--- src/rtl/qdb_pkg.sv ---
// Shared types for the ball engine: game state, direction bits and display colours.
package qdb_pkg;

    typedef enum logic [1:0] {
        ST_IDLE = 2'd0,
        ST_PLAY = 2'd1,
        ST_MISS = 2'd2,
        ST_OVER = 2'd3
    } game_state_t;

    // Direction: bit1 set = moving up, bit0 set = moving left.
    typedef logic [1:0] dir_t;
    localparam int   DIR_UP         = 1;
    localparam int   DIR_LEFT       = 0;
    localparam dir_t DIR_DOWN_RIGHT = 2'b00;

    localparam logic [11:0] COLOUR_BG     = 12'h000;
    localparam logic [11:0] COLOUR_WALL   = 12'h888;
    localparam logic [11:0] COLOUR_BALL   = 12'hFFF;
    localparam logic [11:0] COLOUR_PADDLE = 12'h0F0;

endpackage

--- src/rtl/ball_collide.sv ---
// Combinational next-position evaluator: candidate step, wall clamp, paddle
// reflection and bottom-edge miss detection for one frame.
module ball_collide
    import qdb_pkg::*;
#(
    parameter int H_ACTIVE  = 640,
    parameter int V_ACTIVE  = 480,
    parameter int BORDER    = 8,
    parameter int BALL_SIZE = 8,
    parameter int PADDLE_Y  = 460,
    parameter int PADDLE_W  = 64
) (
    input  logic [9:0] ball_x,
    input  logic [9:0] ball_y,
    input  dir_t       dir,
    input  logic [9:0] paddle_x,
    input  logic [3:0] sx,
    input  logic [3:0] sy,
    output logic [9:0] next_x,
    output logic [9:0] next_y,
    output dir_t       next_dir,
    output logic       hit,
    output logic       miss
);

    localparam logic signed [10:0] X_MIN   = 11'(BORDER);
    localparam logic signed [10:0] X_MAX   = 11'(H_ACTIVE - BORDER - BALL_SIZE);
    localparam logic signed [10:0] Y_MIN   = 11'(BORDER);
    localparam logic signed [10:0] SZ      = 11'(BALL_SIZE);
    localparam logic signed [10:0] PAD_Y   = 11'(PADDLE_Y);
    localparam logic signed [10:0] PAD_W   = 11'(PADDLE_W);
    localparam logic signed [10:0] PAD_TOP = 11'(PADDLE_Y - BALL_SIZE);
    localparam logic signed [10:0] BOTTOM  = 11'(V_ACTIVE);
    localparam logic signed [10:0] Y_CLAMP = 11'(V_ACTIVE - BALL_SIZE);

    logic signed [10:0] bx, by, px, dx, dy, cx, cy;
    logic over_x, above, reach;

    // One extra sign bit lets a step past the left/top wall go negative instead of wrapping.
    assign bx = {1'b0, ball_x};
    assign by = {1'b0, ball_y};
    assign px = {1'b0, paddle_x};
    assign dx = {7'b0, sx};
    assign dy = {7'b0, sy};
    assign cx = dir[DIR_LEFT] ? (bx - dx) : (bx + dx);
    assign cy = dir[DIR_UP]   ? (by - dy) : (by + dy);

    assign over_x = (bx + SZ > px) && (bx < px + PAD_W);
    assign above  = (by + SZ <= PAD_Y);
    assign reach  = (cy + SZ >= PAD_Y);

    always_comb begin
        next_x   = cx[9:0];
        next_y   = cy[9:0];
        next_dir = dir;
        hit      = 1'b0;
        miss     = 1'b0;

        if (cx < X_MIN) begin
            next_x             = X_MIN[9:0];
            next_dir[DIR_LEFT] = 1'b0;
        end else if (cx > X_MAX) begin
            next_x             = X_MAX[9:0];
            next_dir[DIR_LEFT] = 1'b1;
        end

        if (dir[DIR_UP]) begin
            if (cy < Y_MIN) begin
                next_y           = Y_MIN[9:0];
                next_dir[DIR_UP] = 1'b0;
            end
        end else if (reach && above && over_x) begin
            next_y           = PAD_TOP[9:0];
            next_dir[DIR_UP] = 1'b1;
            hit              = 1'b1;
        end else if (cy + SZ >= BOTTOM) begin
            next_y = Y_CLAMP[9:0];
            miss   = 1'b1;
        end
    end

endmodule

--- src/rtl/ball_engine.sv ---
// Ball game engine: frame-stepped FSM, ball registers, lives and miss hold-off.
// Optional BALL_SPEEDUP_EN adds a saturating speed level bumped on each paddle hit.
module ball_engine
    import qdb_pkg::*;
#(
    parameter int H_ACTIVE    = 640,
    parameter int V_ACTIVE    = 480,
    parameter int BORDER      = 8,
    parameter int BALL_SIZE   = 8,
    parameter int PADDLE_Y    = 460,
    parameter int PADDLE_W    = 64,
    parameter int STEP_X      = 1,
    parameter int STEP_Y      = 2,
    parameter int LIVES       = 3,
    parameter int MISS_FRAMES = 60
) (
    input  logic       pxl_clk,
    input  logic       reset_n,
    input  logic       frame_tick,
    input  logic       serve,
    input  logic [9:0] paddle_x,
    output logic [9:0] ball_x,
    output logic [9:0] ball_y,
    output logic [1:0] game_state,
    output logic [2:0] lives,
    output logic       hit
);

    localparam logic [9:0] SERVE_X = 10'((H_ACTIVE - BALL_SIZE) / 2);
    localparam logic [9:0] SERVE_Y = 10'(V_ACTIVE / 2);
    localparam int         MW      = $clog2(MISS_FRAMES + 1);
    localparam logic [MW-1:0] MISS_LAST = MW'(MISS_FRAMES - 1);

    game_state_t   state_q, state_d;
    dir_t          dir_q, dir_d;
    logic [9:0]    x_d, y_d;
    logic [2:0]    lives_d;
    logic [MW-1:0] cnt_q, cnt_d;
    logic          hit_d;
    logic [3:0]    sx, sy;
    logic [9:0]    col_x, col_y;
    dir_t          col_dir;
    logic          col_hit, col_miss;

`ifdef BALL_SPEEDUP_EN
    logic [1:0] level_q, level_d;
    assign sx = 4'(STEP_X) + {2'b0, level_q};
    assign sy = 4'(STEP_Y) + {2'b0, level_q};
`else
    assign sx = 4'(STEP_X);
    assign sy = 4'(STEP_Y);
`endif

    ball_collide #(
        .H_ACTIVE (H_ACTIVE),
        .V_ACTIVE (V_ACTIVE),
        .BORDER   (BORDER),
        .BALL_SIZE(BALL_SIZE),
        .PADDLE_Y (PADDLE_Y),
        .PADDLE_W (PADDLE_W)
    ) u_collide (
        .ball_x  (ball_x),
        .ball_y  (ball_y),
        .dir     (dir_q),
        .paddle_x(paddle_x),
        .sx      (sx),
        .sy      (sy),
        .next_x  (col_x),
        .next_y  (col_y),
        .next_dir(col_dir),
        .hit     (col_hit),
        .miss    (col_miss)
    );

    assign game_state = state_q;

    always_ff @(posedge pxl_clk) begin
        if (!reset_n) begin
            state_q <= ST_IDLE;
            dir_q   <= DIR_DOWN_RIGHT;
            ball_x  <= SERVE_X;
            ball_y  <= SERVE_Y;
            lives   <= 3'(LIVES);
            cnt_q   <= '0;
            hit     <= 1'b0;
        end else begin
            state_q <= state_d;
            dir_q   <= dir_d;
            ball_x  <= x_d;
            ball_y  <= y_d;
            lives   <= lives_d;
            cnt_q   <= cnt_d;
            hit     <= hit_d;
        end
    end

`ifdef BALL_SPEEDUP_EN
    always_ff @(posedge pxl_clk) begin
        if (!reset_n) level_q <= '0;
        else          level_q <= level_d;
    end
`endif

    always_comb begin
        state_d = state_q;
        dir_d   = dir_q;
        x_d     = ball_x;
        y_d     = ball_y;
        lives_d = lives;
        cnt_d   = cnt_q;
        hit_d   = 1'b0;
`ifdef BALL_SPEEDUP_EN
        level_d = level_q;
`endif
        if (frame_tick) begin
            unique case (state_q)
                ST_IDLE: begin
                    x_d = SERVE_X;
                    y_d = SERVE_Y;
                    if (serve) begin
                        state_d = ST_PLAY;
                        dir_d   = DIR_DOWN_RIGHT;
                    end
                end
                ST_PLAY: begin
                    x_d   = col_x;
                    y_d   = col_y;
                    dir_d = col_dir;
                    if (col_hit) begin
                        hit_d = 1'b1;
`ifdef BALL_SPEEDUP_EN
                        if (level_q != 2'd3) level_d = level_q + 2'd1;
`endif
                    end else if (col_miss) begin
                        state_d = ST_MISS;
                        lives_d = lives - 3'd1;
                        cnt_d   = '0;
`ifdef BALL_SPEEDUP_EN
                        level_d = '0;
`endif
                    end
                end
                ST_MISS: begin
                    if (cnt_q == MISS_LAST) begin
                        cnt_d = '0;
                        if (lives == 3'd0) begin
                            state_d = ST_OVER;
                        end else begin
                            state_d = ST_IDLE;
                            x_d     = SERVE_X;
                            y_d     = SERVE_Y;
                            dir_d   = DIR_DOWN_RIGHT;
                        end
                    end else begin
                        cnt_d = cnt_q + 1'b1;
                    end
                end
                ST_OVER: begin
                    if (serve) begin
                        state_d = ST_IDLE;
                        lives_d = 3'(LIVES);
                        x_d     = SERVE_X;
                        y_d     = SERVE_Y;
                        dir_d   = DIR_DOWN_RIGHT;
                    end
                end
                default: state_d = ST_IDLE;
            endcase
        end
    end

endmodule

--- config.mk ---
export PLATFORM = sky130hd
export DESIGN_NAME = ball_engine
export DESIGN_NICKNAME = d
export VERILOG_FILES = /design/src/rtl/qdb_pkg.sv /design/src/rtl/ball_collide.sv /design/src/rtl/ball_engine.sv
export SDC_FILE = /design/constraint.sdc
export NUM_CORES = 1
export LEC_CHECK = 0
export ABC_AREA = 1
export CORE_MARGIN = 2
export CORE_UTILIZATION = 47
export DETAILED_ROUTE_END_ITERATION = 8
export PLACE_DENSITY = 0.68
export SYNTH_ARGS = -nofsm -noshare
export SYNTH_HDL_FRONTEND = slang
export SYNTH_HIERARCHICAL = 1
export SYNTH_SLANG_ARGS = --single-unit
--- constraint.sdc ---
create_clock -name pxl_clk -period 5 [get_ports pxl_clk]
set_clock_uncertainty 0.1 [all_clocks]
set_input_delay 1 -clock pxl_clk [delete_from_list [all_inputs] [get_ports pxl_clk]]
set_output_delay 1 -clock pxl_clk [all_outputs]
set_load 0.02 [all_outputs]
======== After elaboration in Yosys (flattened, before gate mapping) ========
Cells that the tools add are included.
word-level totals
  output and inout port bits .............. 26
  bits in registers ....................... 34
  word-level logic and storage cells ...... 97
  bits of input ports ..................... 14
cells by class
  reduce and logical (&&, ||, !) cells .... 15
  order comparisons ....................... 8
  equality and inequality tests ........... 12
  muxes and demuxes ....................... 44
  add/subtract/negate cells ............... 10
operators with widths
  cell                                                                                   number
  10-bit two-way mux                                                                     12
  10-bit one-hot mux with 4 select lines                                                 2
  10-bit by 4-bit adder with 11-bit output, second input constant                        2
  11-bit by 10-bit greater-or-equal comparator with 1-bit output, second input constant  2
  11-bit by 5-bit less-than comparator with 1-bit output, second input constant          2
  11-bit two-way mux                                                                     2
  6-bit two-way mux                                                                      3
  2-bit two-way mux                                                                      8
  2-bit != test, second input constant                                                   6
  6-bit one-hot mux with 2 select lines                                                  1
  4-bit AND reduction                                                                    3
  10-bit by 1-bit adder with 11-bit output, second input constant                        1
  10-bit by 2-bit adder with 11-bit output, second input constant                        1
  10-bit by 7-bit adder with 11-bit output, second input constant                        1
  11-bit by 5-bit adder with 11-bit output, second input constant                        1
  11-bit greater-than comparator                                                         1
  11-bit greater-than comparator, second input constant                                  1
  11-bit by 10-bit less-or-equal comparator with 1-bit output, second input constant     1
  11-bit less-than comparator                                                            1
  10-bit by 1-bit subtractor with 11-bit output, second input constant                   1
  10-bit by 2-bit subtractor with 11-bit output, second input constant                   1
  1-bit two-way mux                                                                      10
  5-bit AND reduction                                                                    2
  3-bit two-way mux                                                                      3
  other kinds (17)                                                                       21

======== Logic depth before layout (Yosys ltp) ========
Gate-level depths: netlist (run 1).
  depth after elaboration ................. 11
  mapped depth ............................ 34
  depth with buffers taken out ............ 34

======== Modules after synthesis ========
The synthesis (run 1) kept the hierarchy.
by module, submodules not included
  module        cells an instance  area each (um2)  sequential area each (um2)  times used
  ball_collide  488                2726.4           0.0                         1
  ball_engine   277                1863.0           680.7                       1

======== Worst setup path before layout (run 1) ========
No wires, ideal clock.
  path kind ............................... register to register
  start point ............................. register dir_q[1]
  end point ............................... register cnt_q[3]
  setup slack ............................. 1.475 ns
  buffers on the path ..................... 2
  arrival time ............................ 3.308 ns
  data required time ...................... 4.783 ns
  clock period less this slack ............ 3.525 ns
  setup time .............................. 0.117 ns
  cell stages (with the launch flop) ...... 26
  cell sequence ........................... dfxtp_1 -> clkbuf_1 -> a21oi_1 -> a22oi_1 -> ha_1 -> buf_6 -> a21oi_4 -> nand2_1 -> nand2_1 -> nand2_1 -> ha_1 -> nand3_1 -> nor2_1 -> nand2_1 -> nand2_1 -> nor2_2 -> nand4_1 -> nand2_2 -> nand2_2 -> a21oi_1 -> nand2_1 -> nand2_1 -> nand2_2 -> nor2_1 -> xnor2_1 -> nor2_1
between the ends
  word-level cells in the longest chain between the ends .. 9
  elaborated cells on any way between the ends .. 14
  those cells by class .................... add/sub: 1; order compare: 2; eq/ne: 2; mux: 6; reduce/logical: 3
ends and longest elaborated chain
  what                                                            RTL line                                RTL
  start: declaration                                              ball_engine.sv:35                       dir_t dir_q, dir_d;
  start signal: assignment                                        ball_engine.sv:88                       dir_q <= dir_d;
  11-bit two-way mux                                              ball_collide.sv:46                      assign cy = dir[DIR_UP] ? (by - dy) : (by + dy);
  11-bit by 5-bit adder with 11-bit output                        ball_collide.sv:50, ball_collide.sv:76
  11-bit by 10-bit greater-or-equal comparator with 1-bit output  ball_collide.sv:50                      assign reach = (cy + SZ >= PAD_Y);
  1-bit logical AND (2 in a row)                                  ball_collide.sv:72                      end else if (reach && above && over_x) begin
  1-bit two-way mux                                               ball_collide.sv:72
  1-bit two-way mux *                                             ball_collide.sv:67                      if (dir[DIR_UP]) begin
  net col_miss                                                    ball_engine.sv:43                       logic col_hit, col_miss;
  2-bit != test (no source line) *                                --
  4-bit AND reduction (no source line) *                          --
  end signal: assignment                                          ball_engine.sv:92                       cnt_q <= cnt_d;
  end: declaration                                                ball_engine.sv:38                       logic [MW-1:0] cnt_q, cnt_d;
The timed path passes the listed nets; every way through them passes the cells marked *.
A chain may end at the register's enable or synchronous reset.

======== Worst setup path in the final report (run 1) ========
  start point ............................. register dir_q[1]
  end point ............................... register cnt_q[4]
Same word-level chain as after synthesis.

==> results of run 1 <==
-- worst max path at each step --
stage               end  slack (ns)  cells after the start        start
2_1_floorplan  cnt_q[3]        1.48                     25     dir_q[1]
3_3_place_gp   cnt_q[2]        0.73                     23  paddle_x[6]
3_5_place_dp   cnt_q[2]        0.58                     18  paddle_x[6]
4_1_cts        cnt_q[4]        0.73                     23     dir_q[1]
5_1_grt        cnt_q[4]        0.19                     23     dir_q[1]
6_report       cnt_q[4]        0.68                     23     dir_q[1]
-- Yosys cell counts, types with 11 or more instances --
| cell | n |
|---|---|
| nand4_1 | 31 |
| inv_2 | 11 |
| xor2_1 | 12 |
| nand2_2 | 21 |
| a21oi_1 | 37 |
| nor2_1 | 60 |
| nand3_1 | 64 |
| o21ai_0 | 13 |
| or2_2 | 14 |
| dfxtp_1 | 34 |
| inv_1 | 126 |
| ha_1 | 58 |
| nand2_1 | 209 |
-- state kept, by name, indices dropped and copies added (netlist names) --
register and flops:
cnt_q 6, ball_y 10, hit 1, game_state 2, ball_x 10, lives 3
dir_q 2
-- placed cells by master (no fill, tap or decap), types with 3 or more instances in the layout --
master | synthesis | final
nand3_1 | 64 | 64
nand2_1 | 209 | 209
clkdlybuf4s50_1 | 0 | 39
ha_1 | 58 | 58
nor2_2 | 4 | 4
inv_2 | 11 | 11
nor3_1 | 9 | 9
xnor2_1 | 8 | 8
nand2_2 | 21 | 21
o211ai_1 | 3 | 3
clkbuf_8 | 0 | 5
nand3b_1 | 4 | 4
nor2_1 | 60 | 60
o21ai_0 | 13 | 13
dfxtp_1 | 34 | 34
nand4_1 | 31 | 31
or2_2 | 14 | 14
conb_1 | 2 | 23
inv_1 | 126 | 126
o21ai_1 | 6 | 6
xor2_1 | 12 | 12
a21oi_1 | 37 | 37
-- final cells by class --
| type | instances | area share |
|---|---|---|
| Multi-Input combinational cell | 600 | 0.642 |
| Tap cell | 133 | 0.0315 |
| Clock buffer | 5 | 0.0130 |
| Timing Repair Buffer | 39 | 0.0740 |
| Sequential cell | 34 | 0.129 |
| Inverter | 137 | 0.0974 |
| Clock inverter | 3 | 0.0130 |
-- kinds of logic (layout without fill, tap and decap cells) --
kind of cell    count (synthesis)  in the layout  share of synthesized area
compound gates                 71             71                     0.0900
buf+inv                       152            184                      0.130
fa+ha+maj                      60             60                      0.167
other cells                     2             23                    0.00164
flops                          34             34                      0.148
xor+xnor                       20             20                     0.0382
simple gates                  426            426                      0.425
-- layer usage --
| layer | vias up | global-route usage | wire, um |
|---|---|---|---|
| li1 | 2513 | - | - |
| met1 | 2153 | 0.296 | 5580 |
| met2 | 101 | 0.407 | 5590 |
| met3 | 15 | 0.0237 | 403 |
| met4 | 0 | 0.0567 | 144 |
| met5 | - | 0 | 0 |
-- power by group through the flow --
stage          Sequential [mW]  Clock (mW)  Combinational (mW)
2_1_floorplan            0.340           0               0.706
3_3_place_gp             0.335           0               0.901
3_5_place_dp             0.336           0               0.914
4_1_cts                  0.329       0.315               0.921
5_1_grt                  0.333       0.330                1.06
6_report                 0.329       0.314               0.931
-- worst register-to-register path, cell delays in order, from the launching register on --
cell and delay (ns):
dfxtp_1 0.67, inv_2 0.23, o21ai_1 0.33, ha_1 0.38, nand2_1 0.16, inv_1 0.05, nand2_1 0.12, nand2_1 0.07
nand2_1 0.08, nand4_1 0.10, nand2_1 0.22, nand4_1 0.19, nand2_2 0.16, nand4_1 0.17, nand2_2 0.15, nand2_2 0.08
a21oi_1 0.23, nand2_1 0.08, nand2_1 0.11, nand2_2 0.10, nor3_1 0.24, nand2_1 0.09, nand2_1 0.08, nor2_1 0.04
-- through the flow --
step	setup slack (ns)	instances	utilization	power, mW
6_report	0.680	951	0.548	1.57
5_1_grt	0.190	951	0.548	1.73
4_1_cts	0.732	951	0.548	1.57
3_5_place_dp	0.584	943	0.533	1.25
3_3_place_gp	0.734	943	0.533	1.24
2_1_floorplan	1.48	786	-	1.05
==> impl_metrics.tcl, run 1 <==
set metrics [dict create \
    status "complete, no violations" \
    area_delta_synth_final_pct 15.0 \
    fmax_mhz 232 \
    power_switching_share 0.474 \
    clk_latency_ns 0.29 \
    whs_ns 0.366 \
    drc_errors 0 \
    place.gp.congestion 0.917 \
    path_clk_slew_ns 0.08 \
    fin_crit_sh 0.864 \
    htree_levels 2 \
    clock_path_buffers 2 \
    avgRoutedWirePerCell_um 12.3 \
    setup_viol 0 \
    initial_core_util 0.476 \
    path_cells "inv_2 -> o21ai_1 -> ha_1 -> nand2_1 -> inv_1 -> nand2_1 -> nand2_1 -> nand2_1 -> nand4_1 -> nand2_1 -> nand4_1 -> nand2_2 -> nand4_1 -> nand2_2 -> nand2_2 -> a21oi_1 -> nand2_1 -> nand2_1 -> nand2_2 -> nor3_1 -> nand2_1 -> nand2_1 -> nor2_1" \
    critical_path_class "flip-flop to flip-flop" \
    fin_crit_ns 4.32 \
    r2r-end "cnt_q[4]" \
    path_delay_family "simple AND/OR/NAND/NOR gates" \
    post_cts_buffers 0 \
    maxCapViolations 0 \
    cp.arrival_ns 4.40 \
    async_flop_share 0 \
    drive_gt1_frac 0.0819 \
    grt_pass1_vias 4411 \
    grt_overflow 0 \
    critPathMaxFanout 15 \
    clock_sinks 34 \
    grt_pass1_wl_um 19700 \
    synth-warning-count 6 \
    io_buffers 39 \
    dp_hpwl_um 9200 \
    hp-start "cnt_q[5]" \
    die_area_um2 10600 \
    r2r_cells 23 \
    p_per_area_nw_per_um2 298 \
    start_kind "flip-flop" \
    die_w_um 103 \
    synth_area_per_cell_um2 6.00 \
    end_kind "flip-flop" \
    p_int_mw 0.829 \
    cts-root-buf "clkbuf_8" \
    diodes 0 \
    critical_path.slowest_cell "dfxtp_1" \
    grt_util_all_layers 0.228 \
    die_h_um 103 \
    rows 36 \
    worstPathRequired_ns 5.08 \
    reg2reg_slack_ns 0.68 \
    hold_depth 2 \
    synth_ff_type "dfxtp_1" \
    cpPeakStageDelay_ns 0.67 \
    p_switching_mw 0.745 \
    core_um2 9640 \
    synth_largest_area_cell "nand2_1" \
    rsz0062_at_grt "no" \
    cts_buffers 5 \
    cp_common_cell "nand2_1" \
    synth-edff-count 0 \
    reg2reg_from "dir_q[1]" \
    design_area_um2 5280 \
    drt-initial-drc-count 231 \
    slew_violations 0 \
    synth_top_cells_by_area "nand2_1, ha_1, dfxtp_1" \
    clkPwrFrac 0.199 \
    ios 40 \
    ir_drop_uv 145 \
    dr.pass1.iters 6 \
    synth.cell_area_um2 4590 \
    hold_violations 0 \
    combPwrFrac 0.591 \
    drt_wl_total_um 11700 \
    maxSlewHeadroom 0.334 \
    p_seq_frac 0.209 \
    cts_tree "yes" \
    worstMarginPinSlew_ns 0.996 \
    hold_class "flip-flop to flip-flop" \
    yosysSeqAreaShare 0.148 \
    cts_hold_buffers 0 \
    vias_per_cell 5.03 \
    antenna_found_initial 0 \
    multi_input_area_um2 3390 \
    synth_top_area_share 0.171 \
    ys_types 42 \
    cp_num_buf_inv 2 \
    whs_endpoint "cnt_q[5]" \
    placed_area_um2 5140 \
    n_fill_cell 1010 \
    grt_max_degree 27 \
    regArea_um2 681 \
    post_cts_resize_count 0 \
    vias 4782 \
    leakage_nw 2.80 \
    synthCells 765 \
    fin_tns_setup_ns 0 \
    ys_ff_latch 34 \
    layout.nets 891 \
    ant_nets 0 \
]
Note: power is estimated with default switching activity, not from simulation.
==> inputs of run 2 (changes only) <==
- CORE_UTILIZATION: 47 -> 60
- PLACE_DENSITY: 0.68 -> 0.83
==> run 2 against run 1 <==
  * Maximum frequency is 1.3% higher
  * Critical path depth stayed put
  * Global-route usage is 4.3 points higher
  * Via count is 0.17% lower
  * Cell count is 3.7% lower
  * Highest routed layer unchanged
  * Critical endpoint unchanged
  * Non-clock buffer count stayed put
  * Critical path type unchanged
  * Count of clock-buffer cells in the layout stayed put
  * Register-to-register slack better by 0.06 ns
  * Worst hold slack better by 0.0027 ns
==> impl_metrics.tcl, run 2 (same netlist as run 1, synthesis figures left out) <==
set metrics [dict create \
    status "complete, no violations" \
    path_clk_slew_ns 0.07 \
    dp_hpwl_um 8810 \
    whs_ns 0.369 \
    avgRoutedWirePerCell_um 12.1 \
    design_area_um2 5180 \
    area_delta_synth_final_pct 12.8 \
    worstMarginPinSlew_ns 0.960 \
    cts_tree "yes" \
    grt_overflow 0 \
    fin_crit_ns 4.26 \
    final_cells 916 \
    ant_nets 0 \
    io_buffers 39 \
    place_ws_ns 0.621 \
    total_power_mw 1.44 \
    ios 40 \
    drive_gt1_frac 0.0808 \
    vias_per_cell 5.21 \
    cp.arrival_ns 4.33 \
    critical_path.slowest_cell "dfxtp_1" \
    rsz0062_at_grt "no" \
    top_regs "ball_x x10, ball_y x10, cnt_q x6" \
    final_util 0.706 \
    grt_pass1_vias 4503 \
    maxCapViolations 0 \
    maxSlewHeadroom 0.358 \
    rows 31 \
    die_w_um 91.5 \
    hold_class "flip-flop to flip-flop" \
    worstPathRequired_ns 5.06 \
    critical_path_class "flip-flop to flip-flop" \
    clock_path_buffers 2 \
    cts_buffers 5 \
    post_cts_buffers 0 \
    die_h_um 91.5 \
    initial_core_util 0.626 \
    clock_sinks 34 \
    setup_viol 0 \
    layout.nets 891 \
    path_cells "o21ai_0 -> fa_1 -> inv_1 -> nand3_1 -> nand2_2 -> nand2_2 -> nand2_4 -> ha_1 -> nand3_1 -> o21ai_1 -> nand2_1 -> nor2_2 -> nand4_1 -> nand2_2 -> nand2_2 -> a21oi_1 -> nand2_1 -> nand2_1 -> nand2_2 -> nor3_1 -> nand2_1 -> nand2_1 -> nor2_1" \
    n_fill_cell 647 \
    drt_wl_total_um 11100 \
    place.gp.congestion 0.914 \
    cp_num_buf_inv 1 \
    fin_tns_setup_ns 0 \
    final_common_cell "nand2_1" \
    critPathMaxFanout 15 \
    grt_util_all_layers 0.271 \
    fin_ws_ns 0.736 \
    dpl.cell_count 909 \
    antenna_found_initial 0 \
    fmax_mhz 235 \
    p_per_area_nw_per_um2 279 \
    grt_max_degree 27 \
    clk_latency_ns 0.28 \
    drc_errors 0 \
    diodes 0 \
    leakage_nw 2.78 \
    post_cts_resize_count 0 \
    cts_hold_buffers 0 \
    grt_pass1_wl_um 19300 \
    core_um2 7330 \
    drt-initial-drc-count 272 \
    die_area_um2 8360 \
    slew_violations 0 \
    start_kind "flip-flop" \
    cts-root-buf "clkbuf_8" \
    dr.pass1.iters 5 \
    end_kind "flip-flop" \
    cpPeakStageDelay_ns 0.65 \
    mostFrequentLayoutCells "nand2_1, inv_1, nand3_1" \
    vias 4774 \
    path_delay_family "simple AND/OR/NAND/NOR gates" \
    fin_crit_sh 0.853 \
    ir_drop_uv 210 \
    placed_area_um2 5100 \
    hold_violations 0 \
    htree_levels 2 \
]
-- run 2: cell types whose count changed in the layout (fill, tap and decap cells not counted), sizes merged --
cell,before,now
bufinv,2,0
clkinv,1,2
-- run 2: cell type report --
| type | count | area, um^2 | area share |
|---|---|---|---|
| Multi-Input combinational cell | 600 | 3390 | 0.655 |
| Sequential cell | 34 | 681 | 0.131 |
| Inverter | 137 | 514 | 0.0993 |
| Timing Repair Buffer | 39 | 390 | 0.0754 |
| Tap cell | 99 | 124 | 0.0239 |
| Clock buffer | 5 | 68.8 | 0.0133 |
| Clock inverter | 2 | 10.0 | 0.00193 |
-- run 2: final timing paths --
kind / from / slack (ns) / endpoint / cells past startpoint
hold / removal: cnt_q[5] / 0.37 / cnt_q[5] / 2
setup / recovery: dir_q[1] / 0.74 / cnt_q[4] / 23
setup reg to reg: dir_q[1] / 0.74 / cnt_q[4] / 23
hold reg to reg: cnt_q[5] / 0.37 / cnt_q[5] / 2
-- run 2: power by group --
group,switching [mW],internal [mW],leakage [nW]
registers,0.0388,0.290,0.279
clock network,0.0936,0.0933,0.0438
logic,0.588,0.338,2.45
total,0.721,0.722,2.78
-- run 2: worst register-to-register path, stage by stage (launching register included) --
cell and delay, ns:
dfxtp_1 0.65, o21ai_0 0.27, fa_1 0.49, inv_1 0.12, nand3_1 0.12, nand2_2 0.14, nand2_2 0.07, nand2_4 0.08
ha_1 0.21, nand3_1 0.13, o21ai_1 0.17, nand2_1 0.09, nor2_2 0.13, nand4_1 0.17, nand2_2 0.16, nand2_2 0.08
a21oi_1 0.22, nand2_1 0.08, nand2_1 0.11, nand2_2 0.10, nor3_1 0.25, nand2_1 0.10, nand2_1 0.08, nor2_1 0.03
-- run 2: per-layer routing --
| metal | share of wire | track usage |
|---|---|---|
| met1 | 0.46 | 0.329 |
| met3 | 0.037 | 0.0299 |
| met5 | 0 | 0 |
| met2 | 0.50 | 0.510 |
| met4 | 0.0093 | 0.0556 |
